## src/rtl/muldiv_pkg.sv

```systemverilog
// Definitions shared by the multiply/divide sequencers of the multicycle MIPS datapath.
package muldiv_pkg;

   localparam int MULDIV_WIDTH   = 32;
   localparam int MULDIV_TIMEOUT = 64;

   typedef enum logic [2:0] {
      S_IDLE,
      S_LAUNCH,
      S_ARM,
      S_WAIT,
      S_COMMIT
   } hilo_state_t;

endpackage

```

## src/rtl/hilo_unit_if.sv

```systemverilog
// Handshake and data bundle between the HI/LO sequencer and the multicycle multiplier.
interface hilo_unit_if
   import muldiv_pkg::*;
#(
   parameter int WIDTH = MULDIV_WIDTH
);
   logic [WIDTH-1:0] mult_x;
   logic [WIDTH-1:0] mult_y;
   logic             mult_control;
   logic             mult_operando;
   logic [WIDTH-1:0] mult_hi;
   logic [WIDTH-1:0] mult_lo;

   modport master (
      output mult_x, mult_y, mult_control,
      input  mult_operando, mult_hi, mult_lo
   );

   modport slave (
      input  mult_x, mult_y, mult_control,
      output mult_operando, mult_hi, mult_lo
   );
endinterface

```

## src/rtl/hilo_regs.sv

```systemverilog
// Architectural HI/LO pair; a product commit takes priority over MTHI/MTLO writes.
module hilo_regs
   import muldiv_pkg::*;
#(
   parameter int WIDTH = MULDIV_WIDTH
) (
   input  logic             clk,
   input  logic             reset,
   input  logic             commit,
   input  logic [WIDTH-1:0] prod_hi,
   input  logic [WIDTH-1:0] prod_lo,
   input  logic             wr_en,
   input  logic             mthi_we,
   input  logic             mtlo_we,
   input  logic [WIDTH-1:0] wdata,
   output logic [WIDTH-1:0] hi,
   output logic [WIDTH-1:0] lo
);

   always_ff @(posedge clk) begin
      if (!reset) begin
         hi <= '0;
         lo <= '0;
      end else if (commit) begin
         hi <= prod_hi;
         lo <= prod_lo;
      end else if (wr_en) begin
         if (mthi_we) hi <= wdata;
         if (mtlo_we) lo <= wdata;
      end
   end

endmodule

```

## src/rtl/hilo_unit.sv

```systemverilog
// MULT sequencer: latches operands, launches the multiplier, tracks its busy flag,
// commits the product into HI/LO and aborts through a watchdog if the multiplier stalls.
module hilo_unit
   import muldiv_pkg::*;
#(
   parameter int WIDTH   = MULDIV_WIDTH,
   parameter int TIMEOUT = MULDIV_TIMEOUT,
   parameter int CNT_W   = 7
) (
   input  logic             clk,
   input  logic             reset,
   input  logic             mult_req,
   input  logic [WIDTH-1:0] rs_val,
   input  logic [WIDTH-1:0] rt_val,
   input  logic             mthi_we,
   input  logic             mtlo_we,
   input  logic [WIDTH-1:0] wdata,
   hilo_unit_if.master      mif,
   output logic [WIDTH-1:0] hi,
   output logic [WIDTH-1:0] lo,
   output logic             busy,
   output logic             done,
   output logic             timeout_err
);

   hilo_state_t      state;
   logic [CNT_W-1:0] wd_cnt;
   logic [CNT_W-1:0] wd_next;
   logic             wd_expired;
   logic             commit;

   assign wd_next    = wd_cnt + CNT_W'(1);
   assign wd_expired = (wd_next >= CNT_W'(TIMEOUT));
   assign commit     = (state == S_COMMIT);

   // Operands stay latched after the launch so the multiplier sees them constant throughout.
   always_ff @(posedge clk) begin
      if (!reset) begin
         state            <= S_IDLE;
         wd_cnt           <= '0;
         mif.mult_x       <= '0;
         mif.mult_y       <= '0;
         mif.mult_control <= 1'b0;
         busy             <= 1'b0;
         done             <= 1'b0;
         timeout_err      <= 1'b0;
      end else begin
         done             <= 1'b0;
         mif.mult_control <= 1'b0;
         case (state)
            S_IDLE: begin
               if (mult_req) begin
                  mif.mult_x       <= rs_val;
                  mif.mult_y       <= rt_val;
                  mif.mult_control <= 1'b1;
                  busy             <= 1'b1;
                  state            <= S_LAUNCH;
               end
            end
            S_LAUNCH: begin
               wd_cnt <= '0;
               state  <= S_ARM;
            end
            S_ARM: begin
               wd_cnt <= wd_next;
               if (mif.mult_operando) begin
                  state <= S_WAIT;
               end else if (wd_expired) begin
                  busy        <= 1'b0;
                  timeout_err <= 1'b1;
                  state       <= S_IDLE;
               end
            end
            S_WAIT: begin
               wd_cnt <= wd_next;
               if (!mif.mult_operando) begin
                  state <= S_COMMIT;
               end else if (wd_expired) begin
                  busy        <= 1'b0;
                  timeout_err <= 1'b1;
                  state       <= S_IDLE;
               end
            end
            S_COMMIT: begin
               busy  <= 1'b0;
               done  <= 1'b1;
               state <= S_IDLE;
            end
            default: begin
               busy  <= 1'b0;
               state <= S_IDLE;
            end
         endcase
      end
   end

   hilo_regs #(.WIDTH(WIDTH)) u_regs (
      .clk     (clk),
      .reset   (reset),
      .commit  (commit),
      .prod_hi (mif.mult_hi),
      .prod_lo (mif.mult_lo),
      .wr_en   (!busy),
      .mthi_we (mthi_we),
      .mtlo_we (mtlo_we),
      .wdata   (wdata),
      .hi      (hi),
      .lo      (lo)
   );

endmodule

```

## src/flat_wrapper.sv

```systemverilog
// flat-port wrapper written by rule: the top's interface ports become plain ports
module hilo_unit_flat import muldiv_pkg::*;
#(
   parameter int WIDTH   = MULDIV_WIDTH,
   parameter int TIMEOUT = MULDIV_TIMEOUT,
   parameter int CNT_W   = 7
)
  (clk, reset, mult_req, rs_val, rt_val, mthi_we, mtlo_we, wdata, hi, lo, busy, done, timeout_err, mif_mult_x, mif_mult_y, mif_mult_control, mif_mult_operando, mif_mult_hi, mif_mult_lo);
  hilo_unit_if #(.WIDTH(WIDTH)) mif_i ();
  input  logic clk;
  input  logic reset;
  input  logic mult_req;
  input  logic [WIDTH-1:0] rs_val;
  input  logic [WIDTH-1:0] rt_val;
  input  logic mthi_we;
  input  logic mtlo_we;
  input  logic [WIDTH-1:0] wdata;
  output logic [WIDTH-1:0] hi;
  output logic [WIDTH-1:0] lo;
  output logic busy;
  output logic done;
  output logic timeout_err;
  output wire logic [$bits(mif_i.mult_x)-1:0] mif_mult_x;
  output wire logic [$bits(mif_i.mult_y)-1:0] mif_mult_y;
  output wire logic [$bits(mif_i.mult_control)-1:0] mif_mult_control;
  input wire logic [$bits(mif_i.mult_operando)-1:0] mif_mult_operando;
  input wire logic [$bits(mif_i.mult_hi)-1:0] mif_mult_hi;
  input wire logic [$bits(mif_i.mult_lo)-1:0] mif_mult_lo;
  assign mif_mult_x = mif_i.mult_x;
  assign mif_mult_y = mif_i.mult_y;
  assign mif_mult_control = mif_i.mult_control;
  assign mif_i.mult_operando = mif_mult_operando;
  assign mif_i.mult_hi = mif_mult_hi;
  assign mif_i.mult_lo = mif_mult_lo;
  hilo_unit #(.WIDTH(WIDTH), .TIMEOUT(TIMEOUT), .CNT_W(CNT_W)) u_core (.clk(clk), .reset(reset), .mult_req(mult_req), .rs_val(rs_val), .rt_val(rt_val), .mthi_we(mthi_we), .mtlo_we(mtlo_we), .wdata(wdata), .mif(mif_i), .hi(hi), .lo(lo), .busy(busy), .done(done), .timeout_err(timeout_err));
endmodule
```

## config.mk

```make
export PLATFORM = sky130hd
export DESIGN_NAME = hilo_unit_flat
export DESIGN_NICKNAME = d
export VERILOG_FILES = /design/src/rtl/muldiv_pkg.sv /design/src/rtl/hilo_unit_if.sv /design/src/rtl/hilo_regs.sv /design/src/rtl/hilo_unit.sv /design/src/flat_wrapper.sv
export SDC_FILE = /design/constraint.sdc
export NUM_CORES = 1
export LEC_CHECK = 0
export CAP_MARGIN = 20
export CORE_MARGIN = 8
export CORE_UTILIZATION = 37
export CTS_CLUSTER_DIAMETER = 200
export DETAILED_ROUTE_END_ITERATION = 7
export PLACE_DENSITY = 0.75
export SYNTH_ARGS = -nofsm -noshare
export SYNTH_HDL_FRONTEND = slang
export SYNTH_SLANG_ARGS = --single-unit
```

## constraint.sdc

```tcl
create_clock -name clk -period 1.6 [get_ports clk]
set_clock_uncertainty 0.05 [all_clocks]
set_input_delay 0.32 -clock clk [delete_from_list [all_inputs] [get_ports clk]]
set_output_delay 0.32 -clock clk [all_outputs]
set_load 0.01 [all_outputs]
```

==> metrics.csv, run 1 <==
metric,value,unit
outcome,"complete, no violations",
dpl_worst_slack,-0.298,ns
route.detailed.drc,0,
tightest_slew,0.295,ns
crit_start,u_core.wd_cnt[0],
gp_congestion,0.813,
critical_path_peak_fanout,5,
ios,298,
grt_max_degree,99,
cts_sinks,142,
seq_area_frac_synth,49.9,%
peakVddDrop,0.896,mV
syn_area,5700,µm²
synth_seq_cells,142,
synth_area_leaders,"dfxtp_1 50%, mux2i_1 12%, nand2_1 8.8%, a211oi_1 8.4%, a21oi_1 6.1%",
maxSlewHeadroom,80.0,%
r2r_cells,4,
cts_hold_buf,0,
portBuffers,297,
layout.nets,1110,
postRouteAntennaNets,0,
synth_area_leader_cell,dfxtp_1,
post_cts_buffers,0,
initial_core_util,37.6,%
synthToLayoutAreaGrowth,68.2,%
clock_path_buffers,2,
yosys_warnings,0,
grt_usage,19.9,%
power.density,1090,nW/µm²
synth.most_common_cell,dfxtp_1,
fin_crit,1.51,ns
p_switching,2720,µW
drtPass1Iterations,4,
final_cells,1144,
synth-edff-count,0,
switching_share,26.2,%
critPathLaunchType,flip-flop,
crit_path_end_kind,flip-flop,
clock_power_share,40.5,%
critical_path_class,reg -> reg,
critical_path_arrival,1.79,ns
ys_top_cells_by_count,"142 x dfxtp_1, 134 x nand2_1, 77 x nor2_1, 69 x a21oi_1, 66 x mux2i_1",
setup_violations,0,
cp_data_required_time,1.88,ns
pwr-share-seq,38.4,%
die_height,140,µm
syn_avg_cell_area,8.79,µm²
fin_hold_ws,0.397,ns
ys.flop_type,dfxtp_1,
drv_slew,0,
place_inst,1110,
grt_pass1_vias,5821,
fin_ws,0.0894,ns
finalHoldViolCount,0,
grt_pass1_wl,31000,µm
die_area,19600,µm²
async_flop_share,0,%
die_w,140,µm
h-tree-depth,4,
hp-class,reg -> reg,
grt.overflow.total,0,
synth_nets,815,
clk_pin_slew_worst_paths,0.06,ns
cts_tree,yes,
clock_latency,0.41,ns
wl_per_cell,17.9,µm
placed_area,9040,µm²
internal-power,7670,µW
totalWireLength,20500,µm
drive_gt1_share,8.47,%
clock-root-buffer,clkbuf_16,
synth_cell_types,34,
dr_total_vias,5735,
rr_startpoint,u_core.wd_cnt[0],
coreArea,15100,µm²
dpl.hpwl,14800,µm
cap_violations,0,
drt_iter0_drc,221,
numCtsBuffers,17,
nFillCells,1345,
rsz0062_at_grt,false,
postSynthCellCount,648,
fmax,0.662,GHz
antenna_cells,0,
finalCritPeriodShare,94.4,%
via_per_inst,5.01,
crit_path_end,u_core.wd_cnt[6],
leakagePower,0.00426,µW
fin_area,9580,µm²
r2r_slack,0.09,ns
antenna_found_initial,0,
p_comb_share,21.1,%
fp-row-count,45,
yosysTopAreaCellShare,49.9,%
timing.rr.end,u_core.wd_cnt[6],
-- worst min-delay path by stage --
stage                          startpoint  depth (start not counted)                     to  slack, ns
CTS                            rs_val[20]                          3  u_core.mif.mult_x[20]       0.38
detailed placement  u_core.mif.mult_x[28]                          2  u_core.mif.mult_x[28]       0.40
floorplan               mif_mult_operando                          1        u_core.state[2]       0.35
finish              u_core.mif.mult_x[19]                          2  u_core.mif.mult_x[19]       0.40
global route                   rt_val[12]                          3  u_core.mif.mult_y[12]       0.39
global placement    u_core.mif.mult_x[11]                          2  u_core.mif.mult_x[11]       0.39
-- layer usage --
layer  routed length, µm  GRT usage, %  vias to the layer above
met2                9350          32.4                      240
li1                    -             -                     2822
met4                 335          6.46                        0
met3                2540          11.4                       24
met1                8250          21.4                     2649
met5                   0             0                        -
-- cells by family (layout without fill, tap and decap cells) --
logic type      Yosys count  in the layout  synth area share [%]
buf+inv                  57            365                  5.05
flops                   142            142                  49.9
compound gates          145            145                  16.0
mux                      68             68                  12.0
simple gates            235            235                  16.8
fa+ha+maj                 1              1                 0.220
-- worst max-delay path, stage by stage (launching register included) --
cell and delay [ns]:
dfxtp_1 0.34, ha_2 0.19, nand3_2 0.11, or4_1 0.48, a311oi_1 0.25
-- power by group through the flow --
stage	registers (µW)	clock network [µW]	logic (µW)
after CTS	3990	4300	2220
after global routing	4020	4460	2390
after floorplan	4210	0	841
after detailed placement	4080	0	2400
final	3990	4210	2190
after global placement	4070	0	2380
-- through the flow --
step	util, %	power [µW]	setup TNS [ns]
finish	63.3	10400	0
floorplan	-	5050	0
CTS	62.8	10500	0
detailed placement	59.7	6470	-22.30
global placement	59.7	6440	-20.55
global route	63.3	10900	0
-- sequential cells by signal (all words and copies together), names as in the netlist --
name                     count
u_core.mif.mult_x           32
u_core.state                 3
u_core.wd_cnt                7
u_core.mif.mult_y           32
u_core.done                  1
u_core.u_regs.hi            32
u_core.u_regs.lo            32
u_core.mif.mult_control      1
u_core.timeout_err           1
u_core.busy                  1
-- final cells by class --
cell class / count / area, µm² / area share, %
timing repair buffer: 330 / 3250 / 33.9
sequential: 142 / 2840 / 29.7
multi-input combinational: 449 / 2610 / 27.2
clock buffer: 19 / 443 / 4.62
tap: 188 / 235 / 2.46
clock inverter: 13 / 185 / 1.93
inverter: 3 / 13.8 / 0.144
-- placed cells by master, fill, tap and decap left out, types with 2 or more instances in the layout --
cell type          n
buf_12            11
nand3_1            5
inv_6              3
o21ai_0            3
clkbuf_16         19
nand2b_1           4
a211oi_2           2
dfxtp_1          141
clkdlybuf4s50_1  165
inv_1              2
nor2b_4            2
buf_4             18
nor3_1             2
clkinv_2           3
mux2i_1           66
bufinv_16          4
nand2_1          133
nor2_1            77
clkinvlp_4         2
mux2_2             2
a211oi_1          62
dlygate4sd2_1    132
a21oi_1           69
a22oi_1            3
-- repair_timing --
item,CTS,global route
gates cloned,0,2
hold endpoints to repair,0,0
gates resized for setup,133,6
setup endpoints to repair,133,39
(Power assumes the default switching activity.)
==> inputs of run 2 (changes only) <==
--- a/config.mk
+++ b/config.mk
@@ -8,9 +8,11 @@
 export CAP_MARGIN = 20
 export CORE_MARGIN = 8
 export CORE_UTILIZATION = 37
+export CTS_BUF_LIST = sky130_fd_sc_hd__clkbuf_4 sky130_fd_sc_hd__clkbuf_8
 export CTS_CLUSTER_DIAMETER = 200
 export DETAILED_ROUTE_END_ITERATION = 7
-export PLACE_DENSITY = 0.75
+export PLACE_DENSITY = 0.76
+export SLEW_MARGIN = 20
 export SYNTH_ARGS = -nofsm -noshare
 export SYNTH_HDL_FRONTEND = slang
 export SYNTH_SLANG_ARGS = --single-unit
==> run 2 against run 1 <==
  * Sequential power about the same
  * Critical path depth up 1
  * Total power down 14%
  * Core utilization down 2.2 points
  * Register-to-register slack better by 0.02 ns
  * Hold slack worse by 0.023 ns
  * Worst setup slack better by 0.016 ns
  * Clock power down 33%
  * Die area unchanged
  * Routed wire length down 4.0%
  * Non-clock buffer count down 2
  * Global-route usage down 0.22 points
  * Largest power group is now sequential cells
==> metrics.csv, run 2 (synthesis gave the netlist of run 1 again) <==
metric,value,unit,change
outcome,"complete, no violations",,
drtPass1Iterations,4,,unchanged
grt_usage,19.7,%,-0.22 points
wl_per_cell,17.2,µm,-3.9%
cap_violations,0,,unchanged
antenna_cells,0,,unchanged
die_area,19600,µm²,unchanged
critical_path_arrival,1.77,ns,-0.02 ns
cts_sinks,142,,unchanged
totalWireLength,19700,µm,-4.0%
dr_total_vias,5665,,-1.2%
initial_core_util,37.6,%,unchanged
maxSlewHeadroom,79.5,%,-0.54 points
final_cell_mix,"165 x clkdlybuf4s50_1, 140 x dfxtp_1, 133 x nand2_1",,
via_per_inst,4.96,,-1.0%
route.detailed.drc,0,,unchanged
critical_path_class,reg -> reg,,
tightest_slew,0.307,ns,+0.0116 ns
leakagePower,0.00410,µW,-3.7%
grt.overflow.total,0,,unchanged
numCtsBuffers,17,,unchanged
drt_iter0_drc,207,,-6.3%
crit_path_end_kind,flip-flop,,
fin_area,9250,µm²,-3.5%
grt_util_met2,31.9,%,-0.51 points
fmax,0.669,GHz,+1.0%
finalHoldViolCount,0,,unchanged
critical_path_peak_fanout,5,,unchanged
placed_area,9010,µm²,-0.28%
clk_pin_slew_worst_paths,0.09,ns,+0.03 ns
dpl.hpwl,14900,µm,+0.85%
grt_max_degree,59,,-40%
clock_latency,0.43,ns,+0.02 ns
cts_hold_buf,0,,unchanged
finalCritPeriodShare,93.4,%,-0.98 points
power,8900,µW,-14%
busiest_layer,met2,,
die_height,140,µm,unchanged
hp-class,in -> reg,,
cts_tree,yes,,
layout.nets,1108,,-0.18%
synthToLayoutAreaGrowth,62.3,%,
post_cts_buffers,0,,unchanged
power.density,963,nW/µm²,-11%
rsz0062_at_grt,false,,
clock-root-buffer,clkbuf_8,,
grt_use_met3,10.5,%,-0.95 points
gp_congestion,0.801,,-1.5%
fin_crit,1.49,ns,-0.0156 ns
antenna_found_initial,0,,unchanged
grt_pass1_wl,30800,µm,-0.78%
clock_path_buffers,2,,unchanged
grt_pass1_vias,5770,,-0.88%
drv_slew,0,,unchanged
fp-row-count,45,,unchanged
fin_hold_ws,0.374,ns,-0.0231 ns
place_inst,1110,,unchanged
use_met1,21.8,%,+0.44 points
portBuffers,297,,unchanged
critPathLaunchType,flip-flop,,
die_w,140,µm,unchanged
setup_violations,0,,unchanged
coreArea,15100,µm²,unchanged
fin_ws,0.105,ns,+0.0156 ns
drive_gt1_share,8.28,%,-0.19 points
postRouteAntennaNets,0,,unchanged
cp_data_required_time,1.87,ns,about the same
h-tree-depth,4,,unchanged
final_cells,1142,,-0.17%
peakVddDrop,0.469,mV,-48%
ios,298,,unchanged
layout.cells.most_common,clkdlybuf4s50_1,,
dpl_worst_slack,-0.303,ns,-0.00506 ns
==> run 2: critical path, cell delays in order (launching register included) <==
cell and delay (ns):
dfxtp_2 0.35, ha_2 0.19, nand3_2 0.11, or3_4 0.41, a41oi_1 0.22, nor2_1 0.05
==> run 2: routing by layer <==
| metal | routed length [µm] | vias up | share of wire [%] |
|---|---|---|---|
| met1 | 8130 | 2581 | 41 |
| met2 | 8930 | 249 | 45 |
| met3 | 2310 | 18 | 12 |
| met4 | 285 | 0 | 1.5 |
| met5 | 0 | - | 0 |
| li1 | - | 2817 | - |
==> run 2: power by group <==
part / internal [µW] / switching, µW
clock network: 1340 / 1480
logic: 1100 / 994
registers: 3840 / 149
total: 6290 / 2620
==> run 2: repair_timing <==
action | in CTS | in global routing
endpoints found under the setup margin | 132 | 6
pin swaps | 0 | 1
gates resized for setup | 132 | 4
==> run 2: path summary, 6_finish.rpt <==
check                                           start               endpoint  slack [ns]  cells after the start
worst min-delay path                        rt_val[5]   u_core.mif.mult_y[5]        0.37                      3
worst max-delay path                 u_core.wd_cnt[1]        u_core.state[0]        0.11                      5
worst max register to register       u_core.wd_cnt[1]        u_core.state[0]        0.11                      5
worst min register to register  u_core.mif.mult_x[20]  u_core.mif.mult_x[20]        0.40                      2
==> run 2: metrics by stage <==
step	utilization (%)	setup TNS [ns]
finish	61.0	0
global route	61.0	0
CTS	61.0	0
detailed placement	59.5	-21.83
global placement	59.5	-19.24
floorplan	-	0
==> run 2: layout make-up <==
| cell class | count | area [µm²] |
|---|---|---|
| fill | 1389 | 5900 |
| timing repair buffer | 328 | 3170 |
| sequential | 142 | 2850 |
| multi-input combinational | 449 | 2600 |
| clock buffer | 19 | 262 |
| tap | 188 | 235 |
| clock inverter | 13 | 128 |
| inverter | 3 | 13.8 |
==> inputs of run 3 (changes only) <==
--- a/config.mk
+++ b/config.mk
@@ -11,6 +11,7 @@
 export CTS_BUF_LIST = sky130_fd_sc_hd__clkbuf_4 sky130_fd_sc_hd__clkbuf_8
 export CTS_CLUSTER_DIAMETER = 200
 export DETAILED_ROUTE_END_ITERATION = 7
+export GPL_ROUTABILITY_DRIVEN = 1
 export PLACE_DENSITY = 0.76
 export SLEW_MARGIN = 20
 export SYNTH_ARGS = -nofsm -noshare
==> constraint.sdc (replaced) <==
create_clock -name clk -period 1.7 [get_ports clk]
set_clock_uncertainty 0.05 [all_clocks]
set_input_delay 0.34 -clock clk [delete_from_list [all_inputs] [get_ports clk]]
set_output_delay 0.34 -clock clk [all_outputs]
set_load 0.01 [all_outputs]
==> run 3 against run 2 <==
  * Clock power about the same
  * First-iteration DRC count decreased by 4.8%
  * Core utilization increased by 0.091 points
  * Hold slack improved by 0.019 ns
  * Non-clock buffer count decreased by 3
  * Critical path type unchanged
  * Sequential power decreased by 6.0%
  * Final area increased by 0.15%
==> metrics.csv, run 3 (synthesis gave the netlist of run 1 again) <==
metric,value,unit,change
min_from,rt_val[16],,
fin_ws,0.134,ns,+0.0290 ns
antenna_cells,0,,unchanged
grt_max_degree,58,,-1.7%
r2r_cells,5,,unchanged
clk_pin_slew_worst_paths,0.08,ns,about the same
fin_area,9260,µm²,+0.15%
drtPass1Iterations,6,,+2
peakVddDrop,0.473,mV,+0.70%
timing.rr.end,u_core.state[0],,
slowest_stage,or3_1,,
post_cts_buffers,0,,unchanged
initial_core_util,37.6,%,unchanged
dpl_worst_slack,-0.223,ns,+0.0801 ns
die_height,140,µm,unchanged
route.detailed.drc,0,,unchanged
gp_congestion,0.839,,+4.8%
critical_path_arrival,1.84,ns,+0.07 ns
switching_share,28.0,%,-1.4 points
tightest_slew,0.324,ns,+0.0166 ns
layout.cells.most_common,clkdlybuf4s50_1,,
cts_resized,132,,unchanged
wl_per_cell,17.0,µm,-0.97%
fmax,0.639,GHz,-4.5%
postRouteAntennaNets,0,,unchanged
grt_usage,19.3,%,-0.40 points
fp-row-count,45,,unchanged
finalHoldViolCount,0,,unchanged
synthToLayoutAreaGrowth,62.6,%,
placed_area,9010,µm²,about the same
cts_tree,yes,,
totalWireLength,19400,µm,-1.3%
clock-root-buffer,clkbuf_8,,
critPathLaunchType,flip-flop,,
layout.nets,1105,,-0.27%
clock_power_share,32.9,%,+1.3 points
drt_iter0_drc,197,,-4.8%
hold_depth,3,,unchanged
crit_chain,ha_1 -> nand3_2 -> or3_1 -> a41oi_1 -> nor2_1,,
critPathMaxStageDelay,0.42,ns,about the same
dpl.hpwl,14700,µm,-1.7%
hp-class,in -> reg,,
cap_violations,0,,unchanged
clock_latency,0.43,ns,about the same
antenna_found_initial,0,,unchanged
grt_pass1_vias,5577,,-3.3%
r2r_slack,0.13,ns,+0.03 ns
dr_total_vias,5621,,-0.78%
final_cell_mix,"165 x clkdlybuf4s50_1, 142 x dfxtp_1, 133 x nand2_1",,
rsz0062_at_grt,false,,
pwr-share-seq,44.0,%,-0.8 points
cts_hold_buf,0,,unchanged
p_comb_share,23.0,%,-0.5 points
portBuffers,297,,unchanged
internal-power,6140,µW,-2.4%
drv_slew,0,,unchanged
leakagePower,0.00412,µW,+0.49%
outcome,"complete, no violations",,
grt_pass1_wl,29900,µm,-2.8%
hold_end,u_core.mif.mult_y[16],,
numCtsBuffers,17,,unchanged
critical_path_peak_fanout,5,,unchanged
via_per_inst,4.94,,-0.43%
grt.overflow.total,0,,unchanged
rr_startpoint,u_core.wd_cnt[0],,
coreArea,15100,µm²,unchanged
die_area,19600,µm²,unchanged
h-tree-depth,4,,unchanged
power.density,921,nW/µm²,-4.4%
fin_crit,1.57,ns,+0.0710 ns
maxSlewHeadroom,78.4,%,-1.1 points
die_w,140,µm,unchanged
crit_path_end_kind,flip-flop,,
cp_data_required_time,1.98,ns,+0.11 ns
fin_hold_ws,0.392,ns,+0.0188 ns
nFillCells,1431,,+3.0%
finalCritPeriodShare,92.1,%,-1.3 points
cts_sinks,142,,unchanged
p_switching,2390,µW,-8.7%
drive_gt1_share,7.47,%,-0.81 points
setup_violations,0,,unchanged
clock_path_buffers,2,,unchanged
critical_path_class,reg -> reg,,
ios,298,,unchanged
## run 3: area by class of cell
type                       instances  area [µm²]  share of cell area (%)
tap                              188         235                    2.54
clock buffer                      18         248                    2.68
sequential                       142        2840                    30.7
clock inverter                    13         163                    1.76
multi-input combinational        449        2590                    28.0
inverter                           3        13.8                   0.149
timing repair buffer             325        3170                    34.2
## run 3: worst max-delay path by stage
stage	from	endpoint	slack [ns]	cells after the start
5_1_grt	u_core.wd_cnt[0]	u_core.timeout_err	0.04	5
6_report	u_core.wd_cnt[0]	u_core.state[0]	0.13	5
4_1_cts	u_core.busy	busy	0.09	1
3_5_place_dp	mult_req	u_core.mif.mult_y[4]	-0.22	6
3_3_place_gp	mult_req	u_core.mif.mult_y[14]	-0.20	6
2_1_floorplan	u_core.wd_cnt[0]	u_core.wd_cnt[6]	0.22	4
## run 3: routing by layer
metal  part of all wire (%)  vias to the layer above  global-route usage [%]
met3                     12                       15                    11.1
met4                    1.4                        0                    5.89
met5                      0                        -                       0
li1                       -                     2814                       -
met2                     45                      229                    30.6
met1                     42                     2563                    21.5
## run 3: per-stage QoR
step / power (µW) / cells / utilization (%) / TNS, ns
after floorplan: 4750 / 648 / - / 0
after global placement: 5990 / 1107 / 59.5 / -11.97
after detailed placement: 6010 / 1107 / 59.5 / -12.81
after CTS: 8640 / 1138 / 61.1 / 0
after global routing: 8970 / 1138 / 61.1 / 0
final: 8530 / 1138 / 61.1 / 0
## run 3: worst max-delay path: cells and delay by family, from the launching register on
| family | cells | cell delay [ns] |
|---|---|---|
| compound gates | 1 | 0.23 |
| fa+ha+maj | 1 | 0.21 |
| flops | 1 | 0.38 |
| simple gates | 3 | 0.58 |
## run 3: power groups by stage
stage	sequential [µW]	combinational, µW	clock, µW
2_1_floorplan	3960	791	0
3_3_place_gp	3840	2150	0
3_5_place_dp	3840	2160	0
4_1_cts	3760	1990	2890
5_1_grt	3790	2140	3040
6_report	3750	1970	2810
